File: config.mk
export PLATFORM = sky130hd
export DESIGN_NAME = uart_cmd_ctrl
export DESIGN_NICKNAME = d
export VERILOG_FILES = /design/src/rtl/uart_cmd_ctrl.sv
export SDC_FILE = /design/constraint.sdc
export NUM_CORES = 1
export LEC_CHECK = 0
export ABC_AREA = 1
export BUFFER_PORTS_ARGS = -buffer_cell sky130_fd_sc_hd__buf_4
export CAP_MARGIN = 10
export CORE_MARGIN = 2
export CORE_UTILIZATION = 53
export CTS_BUF_LIST = sky130_fd_sc_hd__clkbuf_16
export CTS_CLUSTER_DIAMETER = 40
export CTS_CLUSTER_SIZE = 20
export DETAILED_ROUTE_END_ITERATION = 8
export GPL_TIMING_DRIVEN = 0
export PLACE_DENSITY = 0.84
export SYNTH_ARGS = -nofsm -noshare
export SYNTH_HDL_FRONTEND = slang
export SYNTH_SLANG_ARGS = --single-unit
export TNS_END_PERCENT = 5
File: constraint.sdc
create_clock -name clk -period 1.7 [get_ports clk]
set_clock_uncertainty 0.05 [all_clocks]
set_input_delay 0 -clock clk [delete_from_list [all_inputs] [get_ports clk]]
set_output_delay 0 -clock clk [all_outputs]
set_load 0.005 [all_outputs]
File: src/rtl/uart_cmd_ctrl.sv
// Host command sequencer: framed UART packets to memory byte reads/writes.
// Optional reply checksums are enabled by defining UART_CMD_CHECKSUM_EN.
module uart_cmd_ctrl #(
  parameter int unsigned TIMEOUT_CYCLES = 2147700
) (
  input  logic        clk,
  input  logic        rst_n,
  output logic [15:0] read_ptr,
  output logic        rx_clear,
  input  logic        read_valid,
  input  logic [7:0]  uart_DO,
  output logic [15:0] send_ptr,
  output logic [7:0]  tx_DI,
  output logic        tx_clear,
  input  logic        send_done,
  output logic [15:0] mem_addr,
  output logic [7:0]  mem_wdata,
  output logic        mem_we,
  output logic        mem_re,
  input  logic [7:0]  mem_rdata,
  output logic        busy,
  output logic        cmd_err
);

  localparam logic [7:0] OP_W = 8'h57;
  localparam logic [7:0] OP_R = 8'h52;
  localparam logic [7:0] OP_P = 8'h50;
  localparam logic [7:0] CH_K = 8'h4B;
  localparam logic [7:0] CH_E = 8'h45;

  typedef enum logic [3:0] {
    IDLE, HDR, WDATA, WMEM, RMEM,
    RCAP, REPLY, DRAIN, RECYCLE
  } state_t;

  state_t state, state_n;

  logic [15:0] rd_idx, base;
  logic [8:0]  len, cnt;
  logic [7:0]  op, status, wdata, q_byte;
  logic [1:0]  hdr_cnt;
  logic [31:0] tmo;
  logic        got, tx_adv, settle;
  logic        fetch, timed, cap;
  logic        tmo_hit, q_en, last;
`ifdef UART_CMD_CHECKSUM_EN
  logic [7:0]  xsum;
  logic        rep_cnt;
`endif

  assign fetch   = state inside {IDLE, HDR, WDATA};
  assign timed   = state inside {HDR, WDATA};
  assign cap     = fetch & got;
  assign tmo_hit = timed & ~cap &
                   (tmo >= TIMEOUT_CYCLES - 1);
  assign last    = (cnt + 9'd1) == len;

  assign read_ptr  = rd_idx;
  assign mem_addr  = base + {7'd0, cnt};
  assign mem_wdata = wdata;
  assign mem_we    = state == WMEM;
  assign mem_re    = state == RMEM;
  assign busy      = state != IDLE;
  assign rx_clear  = state == RECYCLE;
  assign tx_clear  = state == RECYCLE;

  always_ff @(posedge clk or negedge rst_n) begin
    if (!rst_n) state <= IDLE;
    else        state <= state_n;
  end

  always_comb begin
    state_n = state;
    q_en    = 1'b0;
    q_byte  = status;
    cmd_err = 1'b0;
    unique case (state)
      IDLE: begin
        if (cap) begin
          unique case (1'b1)
            (uart_DO == OP_W) || (uart_DO == OP_R):
              state_n = HDR;
            uart_DO == OP_P:
              state_n = REPLY;
            default: begin
              state_n = REPLY;
              cmd_err = 1'b1;
            end
          endcase
        end
      end
      HDR: begin
        if (tmo_hit) begin
          cmd_err = 1'b1;
          state_n = RECYCLE;
        end else if (cap && hdr_cnt == 2'd2) begin
          state_n = (op == OP_W) ? WDATA : RMEM;
        end
      end
      WDATA: begin
        if (tmo_hit) begin
          cmd_err = 1'b1;
          state_n = RECYCLE;
        end else if (cap) begin
          state_n = WMEM;
        end
      end
      WMEM: state_n = last ? REPLY : WDATA;
      RMEM: state_n = RCAP;
      RCAP: begin
        q_en    = 1'b1;
        q_byte  = mem_rdata;
        state_n = last ? REPLY : RMEM;
      end
      REPLY: begin
        q_en    = 1'b1;
        state_n = DRAIN;
`ifdef UART_CMD_CHECKSUM_EN
        // W sends K then sum; R sends sum then K
        if (op == OP_W || op == OP_R) begin
          q_byte = ((op == OP_W) ^ rep_cnt) ? CH_K : xsum;
          if (!rep_cnt) state_n = REPLY;
        end
`endif
      end
      DRAIN: begin
        if (settle && send_done) state_n = RECYCLE;
      end
      RECYCLE: state_n = IDLE;
      default: state_n = IDLE;
    endcase
  end

  always_ff @(posedge clk or negedge rst_n) begin
    if (!rst_n) begin
      rd_idx   <= '0;
      base     <= '0;
      len      <= '0;
      cnt      <= '0;
      op       <= '0;
      status   <= '0;
      wdata    <= '0;
      hdr_cnt  <= '0;
      tmo      <= '0;
      got      <= 1'b0;
      tx_adv   <= 1'b0;
      settle   <= 1'b0;
      send_ptr <= '0;
      tx_DI    <= '0;
`ifdef UART_CMD_CHECKSUM_EN
      xsum     <= '0;
      rep_cnt  <= 1'b0;
`endif
    end else begin
      got <= fetch & ~got & read_valid & ~tmo_hit;
      tmo <= (timed & ~cap) ? tmo + 32'd1 : 32'd0;
      if (cap) rd_idx <= rd_idx + 16'd1;
      if (cap && state == IDLE) begin
        op      <= uart_DO;
        status  <= (uart_DO inside {OP_W, OP_R, OP_P})
                   ? CH_K : CH_E;
        hdr_cnt <= '0;
`ifdef UART_CMD_CHECKSUM_EN
        xsum    <= '0;
        rep_cnt <= 1'b0;
`endif
      end
      if (cap && state == HDR) begin
        hdr_cnt <= hdr_cnt + 2'd1;
        case (hdr_cnt)
          2'd0:    base[15:8] <= uart_DO;
          2'd1:    base[7:0]  <= uart_DO;
          default: begin
            // LEN of zero encodes 256
            len <= {uart_DO == 8'd0, uart_DO};
            cnt <= '0;
          end
        endcase
      end
      if (cap && state == WDATA) wdata <= uart_DO;
      if (state == WMEM || state == RCAP) cnt <= cnt + 9'd1;
`ifdef UART_CMD_CHECKSUM_EN
      if (state == WMEM) xsum <= xsum ^ wdata;
      if (state == RCAP) xsum <= xsum ^ mem_rdata;
      if (state == REPLY) rep_cnt <= ~rep_cnt;
`endif
      if (q_en) tx_DI <= q_byte;
      tx_adv <= q_en;
      if (tx_adv) send_ptr <= send_ptr + 16'd1;
      // one settle cycle so a pre-increment send_done is ignored
      settle <= (state == DRAIN) & ~tx_adv;
      if (state_n == RECYCLE) begin
        rd_idx   <= '0;
        send_ptr <= '0;
        tx_adv   <= 1'b0;
      end
    end
  end

endmodule

==> results of run 1 <==
-- per-layer routing --
layer | wire length [um] | up-vias
met4 | 570 | 0
met3 | 1390 | 61
met2 | 10600 | 303
li1 | - | 3479
met5 | 0 | -
met1 | 8290 | 3558
-- registers in the layout, indices dropped and copies added (netlist names) --
| register | flops |
|---|---|
| settle | 1 |
| tmo | 32 |
| got | 1 |
| tx_DI | 8 |
| state | 4 |
| read_ptr | 16 |
| mem_wdata | 8 |
| cnt | 9 |
| status | 3 |
| send_ptr | 16 |
| hdr_cnt | 2 |
| op | 8 |
| base | 16 |
| tx_adv | 1 |
| len | 9 |
-- per-stage QoR --
step / instances / util / TNS [ns] / hold WS (ns)
global route: 1316 / 0.702 / -16.66 / 0.00650
floorplan: 976 / - / -0.0146 / -0.346
global placement: 1245 / 0.611 / -4.49 / 0.174
detailed placement: 1246 / 0.613 / -6.27 / -0.0159
finish: 1316 / 0.702 / -8.37 / 0.000291
CTS: 1313 / 0.695 / -7.53 / -0.0177
-- cells by family (layout without fill, tap and decap cells) --
logic type / after synthesis / count (layout)
simple gates: 522 / 522
buf+inv: 142 / 302
flops: 134 / 134
compound gates: 121 / 121
xor+xnor: 40 / 40
fa+ha+maj: 17 / 17
-- timing repair --
action | 4_1_cts | 5_1_grt
pin swaps | 25 | 14
endpoints found under the hold margin | 114 | 0
gates resized for setup | 54 | 21
buffers inserted | 13 | 3
endpoints found under the setup margin | 66 | 111
hold buffers | 22 | 0
-- Yosys cell counts, drive strengths merged --
master and instances:
clkbuf 4, nand2 250, inv 120, o211ai 2, o211a 1, nand3b 8, o31ai 2, clkinv 2
nor3 48, or2 2, a211oi 2, a21boi 1, a31oi 2, nand3 52, o21ai 67, o41ai 1
o22ai 6, dfrtp 134, ha 16, buf 16, xnor2 12, xor2 28, a21oi 24, nor2 123
a22o 3, a21o 3, nand4 38, o21a 7, fa 1, nor4 1
-- cell type report --
| cell class | instances | area (um^2) |
|---|---|---|
| Multi-Input combinational cell | 700 | 3980 |
| Clock buffer | 17 | 425 |
| Inverter | 122 | 458 |
| Fill cell | 1018 | 4150 |
| Tap cell | 180 | 225 |
| Buffer | 20 | 138 |
| Clock inverter | 15 | 145 |
| Sequential cell | 134 | 3360 |
| Timing Repair Buffer | 128 | 1050 |
-- report_power, final --
part / switching, mW / internal, mW / leakage, nW
combinational: 3.56 / 3.10 / 2.68
clock: 1.33 / 2.26 / 0.289
sequential: 0.854 / 4.06 / 1.69
total: 5.74 / 9.42 / 4.66
-- how the worst min path moves through the flow --
stage	start	to	slack, ns	cells after the start
6_report	uart_DO[5]	status[2]	0.0003	5
5_1_grt	uart_DO[5]	status[2]	0.007	5
4_1_cts	uart_DO[5]	status[2]	-0.02	5
3_5_place_dp	rst_n	base[9]	-0.02	1
3_3_place_gp	uart_DO[6]	len[8]	0.17	2
2_1_floorplan	rst_n	base[0]	-0.35	0
-- critical path: cells and delay by family (launching register included) --
kind	cells	cell delay [ns]
XOR/XNOR	1	0.14
AND/OR/NAND/NOR	2	0.11
flip-flops	1	0.40
AO/OA/AOI/OAI	1	0.23
adder cells (fa/ha/maj)	2	0.53
buffers and inverters	3	0.33
==> reports/results.txt, run 1 <==
Proportion of synthesized area in mux cells -> 0
Die Outline Area -> 15300 um^2
Initial drt markers -> 629
Status -> finished with violations
Largest area contributor in the netlist -> dfrtp_1
Initial antenna violation count -> 0
Period utilisation layout -> 1.30
DP Wirelength -> 13500 um
Worst setup path start -> base[0]
Peak VDD IR -> 916 uV
WL per Instance -> 15.8 um
Power Total -> 15.2 mW
Critical path required time -> 1.65 ns
Synth Register Bits -> 134
Drt via density -> 5.62
Grt total ovfl -> 0
PwrDens -> 1550 nW/um^2
Xor-xnor portion of the synthesized cell area -> 0.0461
Vias in the first global route -> 7134
Final ANT Viol Nets -> 0
Synth area leaders -> dfrtp_1 44%, nand2_1 12%, inv_1 5.6%, nor2_1 5.1%, nand3_1 3.4%
Placed cell areas -> 8550 um^2
Met2 GRT Util -> 0.473
Synth cell types -> 43
Slew @ Worst Pin -> 0.618 ns
Syn nets -> 1013
Unrepaired setup endpoints after global routing -> yes
CTS clk-pin slew, worst paths -> 0.05 ns
Yosys warns -> 0
Commonest cells after routing, fill and taps aside -> 230 x nand2_1, 127 x dfrtp_1, 115 x inv_1
Final worst-path setup slack -> -0.514 ns
Normalized max-slew margin -> 0.588
Design Area, Final -> 9790 um^2
Met1 usage -> 0.335
Mapped Cells -> 976
Pre-CTS setup slack -> -0.280 ns
Final min period -> 2.21 ns
R2R depth -> 11
CTS tree -> done
Data arrival, critical path -> 2.16 ns
Clk sink count -> 134
DRC viols -> 0
Max stage delay on crit path -> 0.40 ns
Worst setup SP type -> flip-flop
Drt total wl -> 20800 um
Max cap viols -> 0
Final Slew Violations -> 0
CP endpoint kind -> primary output
Worst reg2reg setup slack -> -0.13 ns
GRT Resource Usage Total -> 0.275
Largest net degree at the start of global routing -> 72
Register area share after synthesis -> 0.441
Most common cell after layout, fill and taps aside -> nand2_1
Simple-Gate Fraction of Synth Area -> 0.316
Final #Nets -> 1160
Area Growth Syn to Fin -> 28.8%
DRT Pass-1 Iters -> 5
Setup violations, final -> 58
Final Hold Vio Count -> 0
CTS Buffer Depth -> 2
ANT cells -> 0
Total CTS buffers -> 17
Core footprint -> 13900 um^2
First-pass GRT wire length -> 32900 um
Clk_lat worst skew -> 0.42 ns
FP Rows -> 43
Worst Setup EP -> mem_addr[8]
Mean Syn Cell Area -> 7.79 um^2
Max Freq -> 452 MHz
Crit-path max FO -> 3
Post-Synth Adder-Cell Area -> 0.0290
Number of I/O port buffers -> 89
Initial Util -> 0.546
Routability cong. -> 0.924
Top-area cell type share of the netlist area -> 0.441
Most Used Layer, Global Route -> met2
CP max-delay cell -> dfrtp_1
I/O pin total -> 90
Root Driver -> clkbuf_16
Hold Crit Class -> in -> reg
CP cell instances -> ha_4 > inv_2 > fa_2 > o31ai_4 > buf_6 > nand2_4 > nand2_2 > xor2_1 > buf_4
H-tree level count -> 4
LEAKAGE -> 4.66 nW
Share of layout cells above drive strength 1 -> 0.224
Via count -> 7401
R2R Path Start -> cnt[0]
Synth Area in Compound Gates -> 0.0923
Met3 Track Usage GR -> 0.0609
Failing checks -> setup timing
Kind of critical path -> reg -> out
Die Y -> 124 um
Die width -> 124 um
Post-synthesis cell area -> 7600 um^2
Largest family of logic cells by synthesized area -> simple AND/OR/NAND/NOR gates
R2R Path End -> state[2]
(Power assumes the default switching activity.)
==> inputs of run 2 (changes only) <==
--- a/config.mk
+++ b/config.mk
@@ -16,6 +16,7 @@
 export DETAILED_ROUTE_END_ITERATION = 8
 export GPL_TIMING_DRIVEN = 0
 export PLACE_DENSITY = 0.84
+export RECOVER_POWER = 100
 export SYNTH_ARGS = -nofsm -noshare
 export SYNTH_HDL_FRONTEND = slang
 export SYNTH_SLANG_ARGS = --single-unit
==> run 2 against run 1 <==
  * The run ends with hold timing, setup timing left
  * First-iteration DRC count is 0.16% higher
  * Sequential power barely moved
  * Register-to-register slack improved by 0.02 ns
  * Fmax hardly changed
  * Power down 0.46%
  * Largest cell class unchanged
==> reports/results.txt, run 2 (same netlist as run 1, synthesis figures left out) <==
Period utilisation layout -> 1.30
Die width -> 124 um
R2R Path Start -> tmo[0]
P_int -> 9.36 mW
Area Growth Syn to Fin -> 28.3%
Final Slew Violations -> 0
First-pass GRT wire length -> 32900 um
Die Y -> 124 um
Initial antenna violation count -> 0
Final Non-Filler Cells -> 1316
Max FFs per register -> 32
Drt via density -> 5.61
Most common cell after layout, fill and taps aside -> nand2_1
Total CTS buffers -> 17
Status -> finished with violations
I/O pin total -> 90
R2R depth -> 14
Final core utilization -> 0.700
Final min period -> 2.21 ns
Normalized max-slew margin -> 0.403
Clock share of power -> 0.238
CP endpoint kind -> primary output
Hold_ws -> -0.000504 ns
Final #Nets -> 1160
Worst setup SP type -> flip-flop
Max Freq -> 452 MHz
Root Driver -> clkbuf_16
Initial Util -> 0.546
FP Rows -> 43
Initial drt markers -> 630
Worst reg2reg setup slack -> -0.11 ns
DRT Pass-1 Iters -> 5
Area of the multi-input gates -> 3980 um^2
Register share of total power -> 0.325
Max cap viols -> 0
LEAKAGE -> 4.62 nW
Core footprint -> 13900 um^2
FILL cells -> 1025
Crit-path max FO -> 3
Logic pwr share -> 0.437
Failing checks -> hold timing, setup timing
Vias in the first global route -> 7134
Design Area, Final -> 9760 um^2
Drt total wl -> 20800 um
Clk sink count -> 134
Data arrival, critical path -> 2.16 ns
Unrepaired setup endpoints after global routing -> yes
CTS clk-pin slew, worst paths -> 0.06 ns
Setup violations, final -> 61
Number of I/O port buffers -> 89
ANT cells -> 0
Grt total ovfl -> 0
Final Hold Vio Count -> 1
Net Sw Frac -> 0.380
Final ANT Viol Nets -> 0
Die Outline Area -> 15300 um^2
Routability cong. -> 0.924
Commonest cells after routing, fill and taps aside -> 230 x nand2_1, 127 x dfrtp_1, 115 x inv_1
Slew @ Worst Pin -> 0.896 ns
GRT Resource Usage Total -> 0.275
DRC viols -> 0
Worst Hold Path EP -> status[2]
WL per Instance -> 15.8 um
PwrDens -> 1550 nW/um^2
Hold path depth -> 5
Critical path required time -> 1.65 ns
Hold Crit Class -> in -> reg
Via count -> 7383
Final worst-path setup slack -> -0.514 ns
Reg area -> 3360 um^2
Placed cell areas -> 8550 um^2
Largest net degree at the start of global routing -> 72
Share of layout cells above drive strength 1 -> 0.221
R2R Path End -> read_ptr[13]
Top reg by flops -> tmo
CTS Buffer Depth -> 2
CTS tree -> done
Clk_lat worst skew -> 0.42 ns
Post-Place Cells -> 1246
Worst min-delay path startpoint -> uart_DO[5]
H-tree level count -> 4
Kind of critical path -> reg -> out
DP Wirelength -> 13500 um
Peak VDD IR -> 912 uV
Net Sw Power -> 5.73 mW
## run 2: cell types whose count changed in the layout (fill, tap and decap cells not counted), sizes merged
| cell | delta |
|---|---|
| buf | -50 |
| clkbuf | +50 |
## run 2: cell type report
type                    instances  area share
flip-flops and latches        134       0.345
clock buffers                  17      0.0436
plain buffers                  20      0.0141
well taps                     180      0.0231
inverters                     122      0.0469
clock inverters                15      0.0149
repair buffers                128       0.105
multi-input cells             700       0.408
## run 2: timing repair
item | in CTS | in global routing
endpoints found under the setup margin | 66 | 111
buffers inserted | 13 | 3
hold buffers | 22 | 0
pin swaps | 25 | 14
endpoints found under the hold margin | 114 | 0
resized for setup | 54 | 21
## run 2: worst max-delay path by stage
stage	from	endpoint	slack, ns
after global placement	cnt[0]	mem_addr[12]	-0.24
final	base[0]	mem_addr[8]	-0.51
after global routing	base[4]	mem_addr[14]	-0.62
after detailed placement	cnt[0]	mem_addr[12]	-0.28
after CTS	cnt[0]	mem_addr[12]	-0.55
after floorplan	cnt[0]	mem_addr[12]	-0.01
## run 2: routing by layer
metal | global-route usage | vias to the layer above | part of all wire
met5 | 0 | - | 0
met3 | 0.0609 | 53 | 0.067
met2 | 0.473 | 311 | 0.51
li1 | - | 3479 | -
met1 | 0.335 | 3540 | 0.40
met4 | 0.116 | 0 | 0.026
## run 2: worst max-delay path: stages, from the launching register on
cell     delay [ns]
dfrtp_1        0.40
ha_4           0.16
inv_2          0.04
fa_2           0.37
o31ai_4        0.23
buf_6          0.16
nand2_4        0.04
nand2_2        0.07
xor2_1         0.15
buf_4          0.13
## run 2: metrics by stage
stage               hold slack (ns)  setup slack [ns]  TNS, ns  power, mW
global route                0.00650            -0.622   -19.05       16.0
floorplan                    -0.346           -0.0146  -0.0146       8.09
CTS                         -0.0177            -0.550    -7.53       14.7
detailed placement          -0.0159            -0.280    -6.27       10.2
global placement              0.174            -0.242    -4.49       10.0
finish                    -0.000504            -0.514    -7.97       15.1
## run 2: power by group through the flow
stage          combinational [mW]  sequential (mW)  clock [mW]
6_report                     6.59             4.91        3.59
5_1_grt                      7.26             5.01        3.76
4_1_cts                      6.20             4.87        3.60
3_5_place_dp                 5.38             4.85           0
3_3_place_gp                 5.21             4.82           0
2_1_floorplan                3.41             4.68           0
